$ cat config.mk
export PLATFORM = sky130hd
export DESIGN_NAME = seg_scan_ctrl_flat
export DESIGN_NICKNAME = d
export VERILOG_FILES = /design/src/rtl/seg_pkg.sv /design/src/rtl/seg_scan_ctrl_if.sv /design/src/rtl/scan_tick_gen.sv /design/src/rtl/seg_scan_ctrl.sv /design/src/flat_wrapper.sv
export SDC_FILE = /design/constraint.sdc
export NUM_CORES = 1
export LEC_CHECK = 0
export ABC_AREA = 0
export CAP_MARGIN = 20
export CELL_PAD_IN_SITES_DETAIL_PLACEMENT = 1
export CELL_PAD_IN_SITES_GLOBAL_PLACEMENT = 1
export CORE_UTILIZATION = 40
export DETAILED_ROUTE_END_ITERATION = 8
export MAX_ROUTING_LAYER = met4
export PLACE_DENSITY = 0.81
export SLEW_MARGIN = 20
export SYNTH_ARGS = -nofsm -noshare
export SYNTH_HDL_FRONTEND = slang
export SYNTH_SLANG_ARGS = --single-unit
$ cat constraint.sdc
create_clock -name clk -period 3.3 [get_ports clk]
set_clock_uncertainty 0.1 [all_clocks]
set_input_delay 0.825 -clock clk [delete_from_list [all_inputs] [get_ports clk]]
set_output_delay 0.825 -clock clk [all_outputs]
set_load 0.05 [all_outputs]
$ cat src/rtl/seg_pkg.sv
// Shared definitions for the 8-digit 7-segment scan controller:
// digit count, field widths, the blanked anode pattern, the scan state
// type and the active-low one-hot anode select helper.
package seg_pkg;

  localparam int NUM_DIGITS = 8;
  localparam int POS_W      = 3;
  localparam int DIG_W      = 4;

  // All anodes off (common anode, active-low selects)
  localparam logic [NUM_DIGITS-1:0] AN_OFF = 8'hFF;

  // BLANK = anti-ghosting gap at slot start, SHOW = digit lit
  typedef enum logic {
    BLANK = 1'b0,
    SHOW  = 1'b1
  } scan_state_t;

  // Active-low select: all ones except the bit at position p
  function automatic logic [NUM_DIGITS-1:0] onehot_low(input logic [POS_W-1:0] p);
    logic [NUM_DIGITS-1:0] sel;
    sel    = '0;
    sel[p] = 1'b1;
    return ~sel;
  endfunction

endpackage

$ cat src/rtl/seg_scan_ctrl_if.sv
// Bus between the host side (digit/mask writes) and the scan controller,
// plus the display-facing outputs feeding the decode path and anodes.
interface seg_scan_ctrl_if;
  import seg_pkg::*;

  logic                  wr_en;
  logic [POS_W-1:0]      wr_addr;
  logic [DIG_W-1:0]      wr_data;
  logic                  mask_we;
  logic [NUM_DIGITS-1:0] mask_data;

  logic [DIG_W-1:0]      dig;
  logic [POS_W-1:0]      pos;
  logic [NUM_DIGITS-1:0] an;
  logic                  frame_tick;

  // Host / environment side: drives writes, observes display outputs
  modport master (
    output wr_en, wr_addr, wr_data, mask_we, mask_data,
    input  dig, pos, an, frame_tick
  );

  // Scan controller side
  modport slave (
    input  wr_en, wr_addr, wr_data, mask_we, mask_data,
    output dig, pos, an, frame_tick
  );

endinterface

$ cat src/rtl/scan_tick_gen.sv
// Slot timing for the scan controller: a free-running cycle counter that
// wraps every SCAN_DIV cycles, with a slot-boundary pulse on the last
// cycle of each slot and a blank-end pulse on the last blanked cycle.
// With BLANK_CYC = 0 there is no gap to end, so blank-end is held high and
// any BLANK state is left on the very next edge.
module scan_tick_gen #(
  parameter int SCAN_DIV  = 100_000,
  parameter int BLANK_CYC = 2_000,
  parameter int CNT_W     = 32
) (
  input  logic clk,
  input  logic rst,
  output logic o_slot_end,
  output logic o_blank_end
);

  localparam logic [CNT_W-1:0] LAST_CNT  = CNT_W'(SCAN_DIV - 1);
  localparam logic [CNT_W-1:0] BLANK_END = CNT_W'((BLANK_CYC == 0) ? 0 : (BLANK_CYC - 1));

  logic [CNT_W-1:0] r_cnt;
  logic             w_slot_end;
  logic             w_blank_end;

  assign w_slot_end = (r_cnt == LAST_CNT);

  generate
    if (BLANK_CYC == 0) begin : g_no_blank
      assign w_blank_end = 1'b1;
    end else begin : g_blank
      assign w_blank_end = (r_cnt == BLANK_END);
    end
  endgenerate

  // Slot cycle counter: 0..SCAN_DIV-1, wrapping at the slot boundary
  always_ff @(posedge clk or posedge rst) begin
    if (rst) begin
      r_cnt <= '0;
    end else if (w_slot_end) begin
      r_cnt <= '0;
    end else begin
      r_cnt <= r_cnt + CNT_W'(1);
    end
  end

  assign o_slot_end  = w_slot_end;
  assign o_blank_end = w_blank_end;

endmodule

$ cat src/rtl/seg_scan_ctrl.sv
// Time-multiplexed scan controller for an 8-digit active-low common-anode
// 7-segment array. Holds eight hex digit registers and an enable mask,
// steps the digit position once per slot and blanks all anodes for the
// first BLANK_CYC cycles of each slot. Every output is registered.
module seg_scan_ctrl
  import seg_pkg::*;
#(
  parameter int SCAN_DIV  = 100_000,
  parameter int BLANK_CYC = 2_000,
  parameter int CNT_W     = 32
) (
  input  logic            clk,
  input  logic            rst,
  seg_scan_ctrl_if.slave  bus
);

  logic w_slot_end;
  logic w_blank_end;

  scan_tick_gen #(
    .SCAN_DIV  (SCAN_DIV),
    .BLANK_CYC (BLANK_CYC),
    .CNT_W     (CNT_W)
  ) u_tick (
    .clk         (clk),
    .rst         (rst),
    .o_slot_end  (w_slot_end),
    .o_blank_end (w_blank_end)
  );

  scan_state_t           r_state;
  scan_state_t           w_state_next;
  logic [POS_W-1:0]      r_pos;
  logic [POS_W-1:0]      w_pos_next;
  logic [POS_W-1:0]      w_pos_inc;
  logic [DIG_W-1:0]      r_dig;
  logic [DIG_W-1:0]      w_dig_next;
  logic [NUM_DIGITS-1:0] r_an;
  logic [NUM_DIGITS-1:0] w_an_next;
  logic                  r_frame_tick;
  logic                  w_frame_tick_next;
  logic [NUM_DIGITS-1:0] r_mask;
  logic [DIG_W-1:0]      r_digits [NUM_DIGITS];

  // 3-bit position naturally wraps 7 -> 0
  assign w_pos_inc = r_pos + 3'd1;

  // Next scan state, position, digit code, anode pattern and frame pulse
  always_comb begin
    w_state_next      = r_state;
    w_pos_next        = r_pos;
    w_dig_next        = r_dig;
    w_frame_tick_next = 1'b0;

    case (r_state)
      BLANK:   if (w_blank_end) w_state_next = SHOW;
      SHOW:    w_state_next = SHOW;
      default: w_state_next = BLANK;
    endcase

    if (w_slot_end) begin
      w_state_next      = (BLANK_CYC == 0) ? SHOW : BLANK;
      w_pos_next        = w_pos_inc;
      w_frame_tick_next = (r_pos == 3'd7);
      if (bus.wr_en && (bus.wr_addr == w_pos_inc)) begin
        w_dig_next = bus.wr_data;
      end else begin
        w_dig_next = r_digits[w_pos_inc];
      end
    end

    // The mask register as it stands now gates the upcoming anode pattern,
    // so a mask write shows up one edge after it is captured.
    if ((w_state_next == SHOW) && r_mask[w_pos_next]) begin
      w_an_next = onehot_low(w_pos_next);
    end else begin
      w_an_next = AN_OFF;
    end
  end

  // Scan state and registered display outputs
  always_ff @(posedge clk or posedge rst) begin
    if (rst) begin
      r_state      <= BLANK;
      r_pos        <= '0;
      r_dig        <= '0;
      r_an         <= AN_OFF;
      r_frame_tick <= 1'b0;
    end else begin
      r_state      <= w_state_next;
      r_pos        <= w_pos_next;
      r_dig        <= w_dig_next;
      r_an         <= w_an_next;
      r_frame_tick <= w_frame_tick_next;
    end
  end

  // Digit register file and enable mask; both writes are independent
  always_ff @(posedge clk or posedge rst) begin
    if (rst) begin
      for (int i = 0; i < NUM_DIGITS; i++) begin
        r_digits[i] <= '0;
      end
      r_mask <= AN_OFF;
    end else begin
      if (bus.wr_en) begin
        r_digits[bus.wr_addr] <= bus.wr_data;
      end
      if (bus.mask_we) begin
        r_mask <= bus.mask_data;
      end
    end
  end

  assign bus.dig        = r_dig;
  assign bus.pos        = r_pos;
  assign bus.an         = r_an;
  assign bus.frame_tick = r_frame_tick;

endmodule

$ cat src/flat_wrapper.sv
// flat-port wrapper written by rule: the top's interface ports become plain ports
module seg_scan_ctrl_flat import seg_pkg::*;
#(
  parameter int SCAN_DIV  = 100_000,
  parameter int BLANK_CYC = 2_000,
  parameter int CNT_W     = 32
)
  (clk, rst, bus_wr_en, bus_wr_addr, bus_wr_data, bus_mask_we, bus_mask_data, bus_dig, bus_pos, bus_an, bus_frame_tick);
  seg_scan_ctrl_if bus_i ();
  input  logic clk;
  input  logic rst;
  input wire logic [$bits(bus_i.wr_en)-1:0] bus_wr_en;
  input wire logic [$bits(bus_i.wr_addr)-1:0] bus_wr_addr;
  input wire logic [$bits(bus_i.wr_data)-1:0] bus_wr_data;
  input wire logic [$bits(bus_i.mask_we)-1:0] bus_mask_we;
  input wire logic [$bits(bus_i.mask_data)-1:0] bus_mask_data;
  output wire logic [$bits(bus_i.dig)-1:0] bus_dig;
  output wire logic [$bits(bus_i.pos)-1:0] bus_pos;
  output wire logic [$bits(bus_i.an)-1:0] bus_an;
  output wire logic [$bits(bus_i.frame_tick)-1:0] bus_frame_tick;
  assign bus_i.wr_en = bus_wr_en;
  assign bus_i.wr_addr = bus_wr_addr;
  assign bus_i.wr_data = bus_wr_data;
  assign bus_i.mask_we = bus_mask_we;
  assign bus_i.mask_data = bus_mask_data;
  assign bus_dig = bus_i.dig;
  assign bus_pos = bus_i.pos;
  assign bus_an = bus_i.an;
  assign bus_frame_tick = bus_i.frame_tick;
  seg_scan_ctrl #(.SCAN_DIV(SCAN_DIV), .BLANK_CYC(BLANK_CYC), .CNT_W(CNT_W)) u_core (.clk(clk), .rst(rst), .bus(bus_i));
endmodule
# Word level (Yosys, flattened, before mapping)
# Index checks and enable logic that the tools add are counted.
[totals]
register_bits = 89
input_bits = 19
[classes]
bitwise_logic = 4
reduce_logical = 4
n_addsub = 2
n_eq_ne = 4
mux = 18
order_cmp = 5
[ops]
columns = ["operator", "count"]
rows = [
  ["adder 32 x 1 -> 32 bit, second input constant", 1],
  ["bitwise mux 32 bit", 1],
  ["== test 32 x 11 -> 1 bit, second input constant", 1],
  ["== test 32 x 17 -> 1 bit, second input constant", 1],
  ["2-to-1 mux 32 bit", 1],
  ["2-to-1 mux 4 bit", 4],
  ["binary-select mux 4 bit (select 3 bit)", 1],
  ["demux 4 bit (select 3 bit)", 1],
  [">= comparator 4 bit, second input constant", 2],
  ["2-to-1 mux 8 bit", 1],
  ["NOT 3 -> 4 bit", 2],
  ["NOT 8 bit", 1],
  ["2-to-1 mux 1 bit", 5],
  ["logical AND 1 bit", 4],
  ["< comparator 3 x 4 -> 1 bit, second input constant", 1],
  ["< comparator 4 x 1 -> 1 bit, second input constant", 1],
  ["adder 3 x 1 -> 3 bit, second input constant", 1],
  ["binary-select mux 1 bit (select 3 bit)", 1],
  ["demux 1 bit (select 3 bit)", 1],
  ["== test 3 bit", 1],
  ["== test 3 bit, second input constant", 1],
  [">= comparator 3 x 1 -> 1 bit, second input constant", 1],
  ["2-to-1 mux 3 bit", 1],
  ["case mux 1 bit (2 select lines)", 1],
  ["NOT 1 bit", 1],
]

# Depth between registers and ports, before layout
# Gate-level depths: netlist of run 1.
[depth]
depth_word = 8
depth_mapped = 8
depth_no_buf = 7

# Cells and area by module
# Synthesis of run 1 repeated with hierarchy kept, for this count alone.
[hier_totals]
cells_unflattened = 333
hier_area_um2 = 4221.5
[by_module_without_submodules]
columns = ["mod", "cells_each", "seq_area_each_um2", "area_per_inst_um2", "n_inst"]
rows = [
  ["seg_scan_ctrl", 186, 1446.4, 2633.8, 1],
  ["scan_tick_gen", 147, 800.8, 1587.8, 1],
]

# Worst setup path before layout of run 1
# OpenSTA, ideal clock, no wires.
[synth_timing]
path_type = "flip-flop to flip-flop"
startpoint = "register u_core.r_pos[1] (netlist: u_core.bus.pos[1])"
endpoint = "register u_core.r_dig[3] (netlist: u_core.bus.dig[3])"
path_stages_with_launch = 9
arrival_ns = 2.179
period_less_slack_ns = 2.414
setup_slack_ns = 0.886
setup_time_ns = 0.135
required_ns = 3.065
cell_sequence = "dfrtp_1 > ha_1 > buf_2 > clkbuf_1 > mux4_2 > mux2i_1 > nand2_1 > o21ai_0 > o21ai_0"
[synth_via]
elab_chain_len = 6
elab_cells_between_ends = 8
classes_between = "add/sub (1); eq/ne (1); mux (4); bitwise (1); reduce/logical (1)"
[synth_lines]
columns = ["item", "line", "text"]
rows = [
  ["start, declared", "seg_scan_ctrl.sv:33", "logic [POS_W-1:0] r_pos;"],
  ["start signal, assigned", "seg_scan_ctrl.sv:91", "r_pos <= w_pos_next;"],
  ["adder 3 x 1 -> 3 bit *", "seg_scan_ctrl.sv:46", "assign w_pos_inc = r_pos + 3'd1;"],
  ["NOT 3 -> 4 bit (not written as such)", "seg_scan_ctrl.sv:68", "w_dig_next = r_digits[w_pos_inc];"],
  ["binary-select mux 4 bit (select 3 bit)", "seg_scan_ctrl.sv:68", ""],
  ["2-to-1 mux 4 bit (not written as such) (2 in series)", "seg_scan_ctrl.sv:68", ""],
  ["2-to-1 mux 4 bit *", "seg_scan_ctrl.sv:65", "if (bus.wr_en && (bus.wr_addr == w_pos_inc)) begin"],
  ["end signal, assigned", "seg_scan_ctrl.sv:92", "r_dig <= w_dig_next;"],
  ["end, declared", "seg_scan_ctrl.sv:36", "logic [DIG_W-1:0] r_dig;"],
]
# Mark *: on every way between the ends. The rest lies on a longest branch, timed or not. The select of a mux whose other input is x is not followed.
# A chain may end at the register's enable or synchronous reset.

# Final worst setup path of run 1
[layout_timing]
startpoint = "register u_core.r_pos[0] (netlist: u_core.bus.pos[0])"
endpoint = "output bus_pos[0]"
[layout_lines]
columns = ["item", "line", "text"]
rows = [
  ["end, declared", "flat_wrapper.sv:18", "output wire logic [$bits(bus_i.pos)-1:0] bus_pos;"],
]
# No word-level cell between the ends.

==> metrics.cfg, run 1 <==
[synth]
synth_top_cell_by_area=dfrtp_1
synth_fp_nets=359
synth.cell_area_mm2=0.00416
synth_mux_area_frac=0.166
ys_dominant_reg_cell=dfrtp_1
yosys.area_share.xor_xnor=0.0673
synthSimpleGateAreaFrac=0.170
ys_ff_latch=89
synth_fa_ha_area_frac=0.00902
synth_cell_types=46
netlist_top_cells_count=73 x dfrtp_1, 41 x mux2_2, 31 x nand2_1
synth_top_area_share=0.439
syn_area_per_cell_um2=12.3
postSynth.asyncResetShare=1.00
synthCells=337
synth_compound_area_frac=0.0313
ys_seq_area_frac=0.540
synth_most_common_cell=dfrtp_1
yosys_warnings=0
synth-edff-count=0
synth_top_family_by_area=simple AND/OR/NAND/NOR gates
synth_area_leaders=dfrtp_1 44%, mux2_2 11%, dfstp_2 10%

[clocking]
ctsHoldBuffers=0
root_buffer=clkbuf_8
h-tree-depth=3
cts_resized=0
clk_path_buf_depth=2
clkLatencyLatePin_ns=0.37
cts_num_sinks=89
clkTransAtPathRegs_ns=0.09
numCtsBuffers=9
cts_setup_buffers=0
cts_tree=done

[cells_and_area]
register_area_mm2=0.00225
fill_cells=1048
synthToLayoutAreaGrowth_pct=16.6
final_core_util=0.490
fin_area_mm2=0.00485
nets=400
finalNonFillerCells=516
multi_input_area_mm2=0.00185
drive_above_1_share=0.269
num_antenna_cells=0

[run_status]
status=finished clean

[sta]
max_freq_mhz=352
fin_crit_sh=0.860
hold_viol=0
slew_headroom=0.576
rsz0062_at_grt=no
setup_tns_ns=0
slew_violations=0
tightest_slew_ns=0.634
setup_slack_ns=0.462
period_needed_ns=2.84
finalSetupViolCount=0

[place]
gp_congestion=0.725
io_buffers=34
placed_cells_incl_taps=500
dp_slack_ns=0.493
dp_hpwl_mm=6.68
dpl-instance-area_mm2=0.00468

[power_and_ir_drop]
ir_drop_uv=270
p_per_area_mw_per_mm2=445
leakagePower_nw=2.04

[global_route]
grt_max_degree=28
overflow=0
grt_pass1_vias=3120
antenna_found_initial=0
gr-usage-all-layers=0.193
grt_pass1_wl_mm=15.8

[die]
initial_core_util=0.420
std_cell_rows=36
die_h_um=104
fp.coreArea_mm2=0.00991
die_w_um=104
io_pins=35
dieArea_mm2=0.0108

[worst_setup_path]
startpoint_type=flip-flop
crit_family=buffers and inverters
end_kind=primary output
crit_buf_inv=2
critPathSlowestCell=clkdlybuf4s50_1
max_stage_delay_ns=0.86
crit_arrival_ns=1.91
worstPathMaxFanout=21
path_class=flip-flop to primary output
worstPathCellList=buf_4, clkdlybuf4s50_1
crit_required_ns=2.37

[detailed_routing]
drt-vias-per-instance=5.47
final_antenna_net_count=0
wl_per_cell_um=18.1
drtIter0Drc=123
vias=2821
wl_mm=9.32
route.detailed.drc=0
drt-pass1-iter-count=4

[run]
max-cap-violations=0

[min_path]
holdCritPathClass=flip-flop to flip-flop

cell families after synthesis:
family                     after synthesis
DFF                                     89
and+or+nand+nor                        122
AOI/OAI and AO/OA                       21
buffers and inverters                   16
muxes                                   54
xor gates and xnor gates                32
adders and majority gates                3
placed cells by master, fill, tap and decap left out, types with 4 or more instances in the layout:
master / count
nor2_1: 17
mux2_2: 41
nand3_1: 13
mux4_2: 8
clkdlybuf4s50_1: 34
dfrtp_1: 73
mux2i_1: 5
nand4_1: 7
nor3b_1: 4
o21ai_0: 11
xor2_1: 11
nor4_1: 8
buf_4: 7
nand2_1: 31
inv_1: 4
xnor2_1: 21
dfstp_2: 16
clkbuf_8: 9
and3_1: 7
nor3_1: 6
state kept, by name (all words and copies together) (netlist names):
signal	cells
u_core.bus.frame_tick	1
u_core.bus.pos	3
u_core.r_state	1
u_core.r_mask	8
u_core.bus.dig	4
u_core.u_tick.r_cnt	32
u_core.bus.an	8
u_core.r_digits	32
final cells by class:
| class | instances | share of cell area |
|---|---|---|
| Multi-Input combinational cell | 232 | 0.381 |
| Sequential cell | 89 | 0.463 |
| Clock inverter | 7 | 0.0111 |
| Clock buffer | 9 | 0.0255 |
| Timing Repair Buffer | 41 | 0.0809 |
| Tap cell | 133 | 0.0343 |
| Inverter | 5 | 0.00412 |
per-layer routing:
| metal | wire length [um] | vias up | track usage | share of wire |
|---|---|---|---|---|
| met5 | 0 | - | - | 0 |
| met4 | 91 | 0 | 0.0571 | 0.0098 |
| met3 | 200 | 10 | 0.0420 | 0.021 |
| met2 | 4940 | 36 | 0.327 | 0.53 |
| met1 | 4090 | 1482 | 0.230 | 0.44 |
| li1 | - | 1293 | - | - |
metrics by stage:
stage	hold slack, ns	power [mW]
after global placement	0.337	1.47
after detailed placement	0.341	1.49
after global routing	0.383	2.25
after CTS	0.357	2.19
final	0.354	2.16
after floorplan	0.324	1.40
report_power, final:
part | internal, mW | switching [mW] | leakage [nW]
sequential | 1.19 | 0.0527 | 1.09
combinational | 0.133 | 0.0864 | 0.870
clock | 0.278 | 0.415 | 0.0822
total | 1.60 | 0.554 | 2.04
worst reg2reg max path: stages, from the launching register on:
cell and delay, ns:
dfrtp_1 0.50, ha_1 0.24, ha_1 0.66, xnor2_1 0.19
nand4_1 0.31, o21ai_0 0.31, o21ai_0 0.11
worst paths after layout:
check	from	end	slack (ns)	cells past startpoint
max in group asynchronous	rst	u_core.bus.an[4]$_DFF_PP1_	1.70	3
worst max-delay path	u_core.bus.pos[0]$_DFF_PP0_	bus_pos[0]	0.46	2
min in group asynchronous	rst	u_core.r_digits[25]$_DFFE_PP0P_	0.70	2
worst min-delay path	u_core.u_tick.r_cnt[0]$_DFF_PP0_	u_core.u_tick.r_cnt[0]$_DFF_PP0_	0.35	1
worst max register to register	u_core.bus.pos[1]$_DFF_PP0_	u_core.bus.dig[0]$_DFFE_PP0N_	0.76	6
worst min register to register	u_core.u_tick.r_cnt[0]$_DFF_PP0_	u_core.u_tick.r_cnt[0]$_DFF_PP0_	0.35	1
(Power assumes the default switching activity.)
==> run 2: changes to the inputs <==
Settings changed: ABC_CLOCK_PERIOD_IN_PS set to 3300, CORE_UTILIZATION 40 to 42, PLACE_DENSITY 0.81 to 0.84.
==> run 2 against run 1 <==
Against the previous run: via count increased by 0.43%; non-clock buffer count unchanged; first-iteration DRC count grew 20%; sequential power about the same; hold slack better by 0.011 ns; utilization rose by 2.9 points; final cell count fell by 0.78%; sequential cell count is the same; clock-buffer cell count unchanged; critical path type unchanged; highest routed layer unchanged.
==> metrics.cfg, run 2 (same netlist as run 1, synthesis figures left out) <==
[sta]
fin_crit_sh=0.849  ; was 0.860
max_freq_mhz=357  ; was 352 MHz
slew_headroom=0.509  ; was 0.576
finalSetupViolCount=0  ; unchanged
hold_viol=0  ; unchanged
period_needed_ns=2.80  ; was 2.84 ns
setup_tns_ns=0  ; unchanged
slew_violations=0  ; unchanged
rsz0062_at_grt=no  ; unchanged
tightest_slew_ns=0.735  ; was 0.634 ns

[detailed_routing]
wl_mm=9.74  ; was 9.32 mm
wl_met3_um=267  ; was 200 um
drtIter0Drc=148  ; was 123
route.detailed.drc=0  ; unchanged
drt-vias-per-instance=5.53  ; was 5.47
wl_per_cell_um=19.0  ; was 18.1 um
vias=2833  ; was 2821
top_layer=met4  ; unchanged
drt-pass1-iter-count=4  ; unchanged
drt-met1-wl_mm=4.25  ; was 4.09 mm
final_antenna_net_count=0  ; unchanged
wl_met2_mm=5.09  ; was 4.94 mm

[die]
die_w_um=102  ; was 104 um
io_pins=35  ; unchanged
initial_core_util=0.442  ; was 0.420
dieArea_mm2=0.0103  ; was 0.0108 mm2
std_cell_rows=35  ; was 36
fp.coreArea_mm2=0.00942  ; was 0.00991 mm2
die_h_um=102  ; was 104 um

[clocking]
clkLatencyLatePin_ns=0.36  ; was 0.37 ns
ctsHoldBuffers=0  ; unchanged
clkTransAtPathRegs_ns=0.10  ; was 0.09 ns
cts_num_sinks=89  ; unchanged
cts_tree=done  ; unchanged
cts_setup_buffers=0  ; unchanged
cts_resized=0  ; unchanged
h-tree-depth=3  ; unchanged
clk_path_buf_depth=2  ; unchanged
root_buffer=clkbuf_8  ; unchanged
numCtsBuffers=9  ; unchanged

[power_and_ir_drop]
finalPower_mw=2.25  ; was 2.16 mW
p_per_area_mw_per_mm2=460  ; was 445 mW/mm2
leakagePower_nw=2.06  ; was 2.04 nW
ir_drop_uv=228  ; was 270 uV

[cells_and_area]
drive_above_1_share=0.266  ; was 0.269
nets=400  ; unchanged
num_antenna_cells=0  ; unchanged
top_regs=u_core.r_digits (32), u_core.u_tick.r_cnt (32)  ; unchanged
finalNonFillerCells=512  ; was 516
synthToLayoutAreaGrowth_pct=17.4  ; was 16.6%
layout_common_cells=73 x dfrtp_1, 41 x mux2_2, 34 x clkdlybuf4s50_1  ; unchanged
layout_commonest_cell=dfrtp_1  ; unchanged
fin_area_mm2=0.00488  ; was 0.00485 mm2
final_core_util=0.519  ; was 0.490

[place]
dp_hpwl_mm=6.78  ; was 6.68 mm
placed_cells_incl_taps=496  ; was 500
dpl-instance-area_mm2=0.00468  ; about the same
gp_congestion=0.775  ; was 0.725
io_buffers=34  ; unchanged

[worst_setup_path]
worstPathMaxFanout=21  ; unchanged
worstPathCellList=buf_4, clkdlybuf4s50_1  ; unchanged
path_class=flip-flop to primary output  ; unchanged
end_kind=primary output  ; unchanged
max_stage_delay_ns=0.86  ; about the same
crit_required_ns=2.37  ; about the same
reg2reg_from=u_core.bus.pos[1]$_DFF_PP0_  ; unchanged
crit_arrival_ns=1.88  ; was 1.91 ns
crit_start=u_core.bus.pos[0]$_DFF_PP0_  ; unchanged
critPathSlowestCell=clkdlybuf4s50_1  ; unchanged
startpoint_type=flip-flop  ; unchanged

[run_status]
status=finished clean  ; unchanged

[global_route]
grt_max_degree=43  ; was 28
grt_pass1_vias=3136  ; was 3120
grt_pass1_wl_mm=16.5  ; was 15.8 mm
antenna_found_initial=0  ; unchanged
overflow=0  ; unchanged
gr-usage-all-layers=0.220  ; was 0.193

[run]
max-cap-violations=0  ; unchanged

[min_path]
holdCritPathClass=flip-flop to flip-flop  ; unchanged
worstHoldStart=u_core.r_mask[7]$_DFFE_PP1P_  ; was u_core.u_tick.r_cnt[0]$_DFF_PP0_

[run 2: cell type report]
cell class,count,area [um2]
Inverter,5,20.0
Sequential cell,89,2250
Multi-Input combinational cell,232,1850
Tap cell,129,161
Clock inverter,7,77.6
Fill cell,974,4530
Clock buffer,9,124
Timing Repair Buffer,41,405
[run 2: power breakdown]
group          switching [mW]  internal [mW]  leakage, nW
Combinational          0.0923          0.134        0.876
Sequential             0.0564           1.19         1.09
Clock                   0.415          0.357       0.0954
[run 2: layer usage]
metal,up-vias,track usage
met4,0,0.0702
met3,12,0.0393
met5,-,-
li1,1291,-
met1,1480,0.269
met2,50,0.371
[run 2: worst max-delay path: cells and delay by family, from the launching register on]
family                 cells  cell delay, ns
flip-flops                 1            0.37
buffers and inverters      2            1.15
[run 2: path summary, 6_finish.rpt]
path / endpoint / slack (ns) / cells after the start
max: bus_pos[0] / 0.50 / 2
min: u_core.bus.an[7]$_DFF_PP1_ / 0.36 / 1
max reg2reg: u_core.bus.dig[2]$_DFFE_PP0N_ / 0.68 / 6
min reg2reg: u_core.bus.an[7]$_DFF_PP1_ / 0.36 / 1
max in group asynchronous: u_core.bus.an[0]$_DFF_PP1_ / 1.68 / 3
min in group asynchronous: u_core.bus.dig[2]$_DFFE_PP0N_ / 0.70 / 2
[run 2: per-stage QoR]
| stage | hold slack, ns | worst slack [ns] |
|---|---|---|
| 5_1_grt | 0.380 | 0.431 |
| 2_1_floorplan | 0.324 | 0.0946 |
| 6_report | 0.364 | 0.498 |
| 4_1_cts | 0.370 | 0.476 |
| 3_5_place_dp | 0.345 | 0.460 |
| 3_3_place_gp | 0.339 | 0.637 |
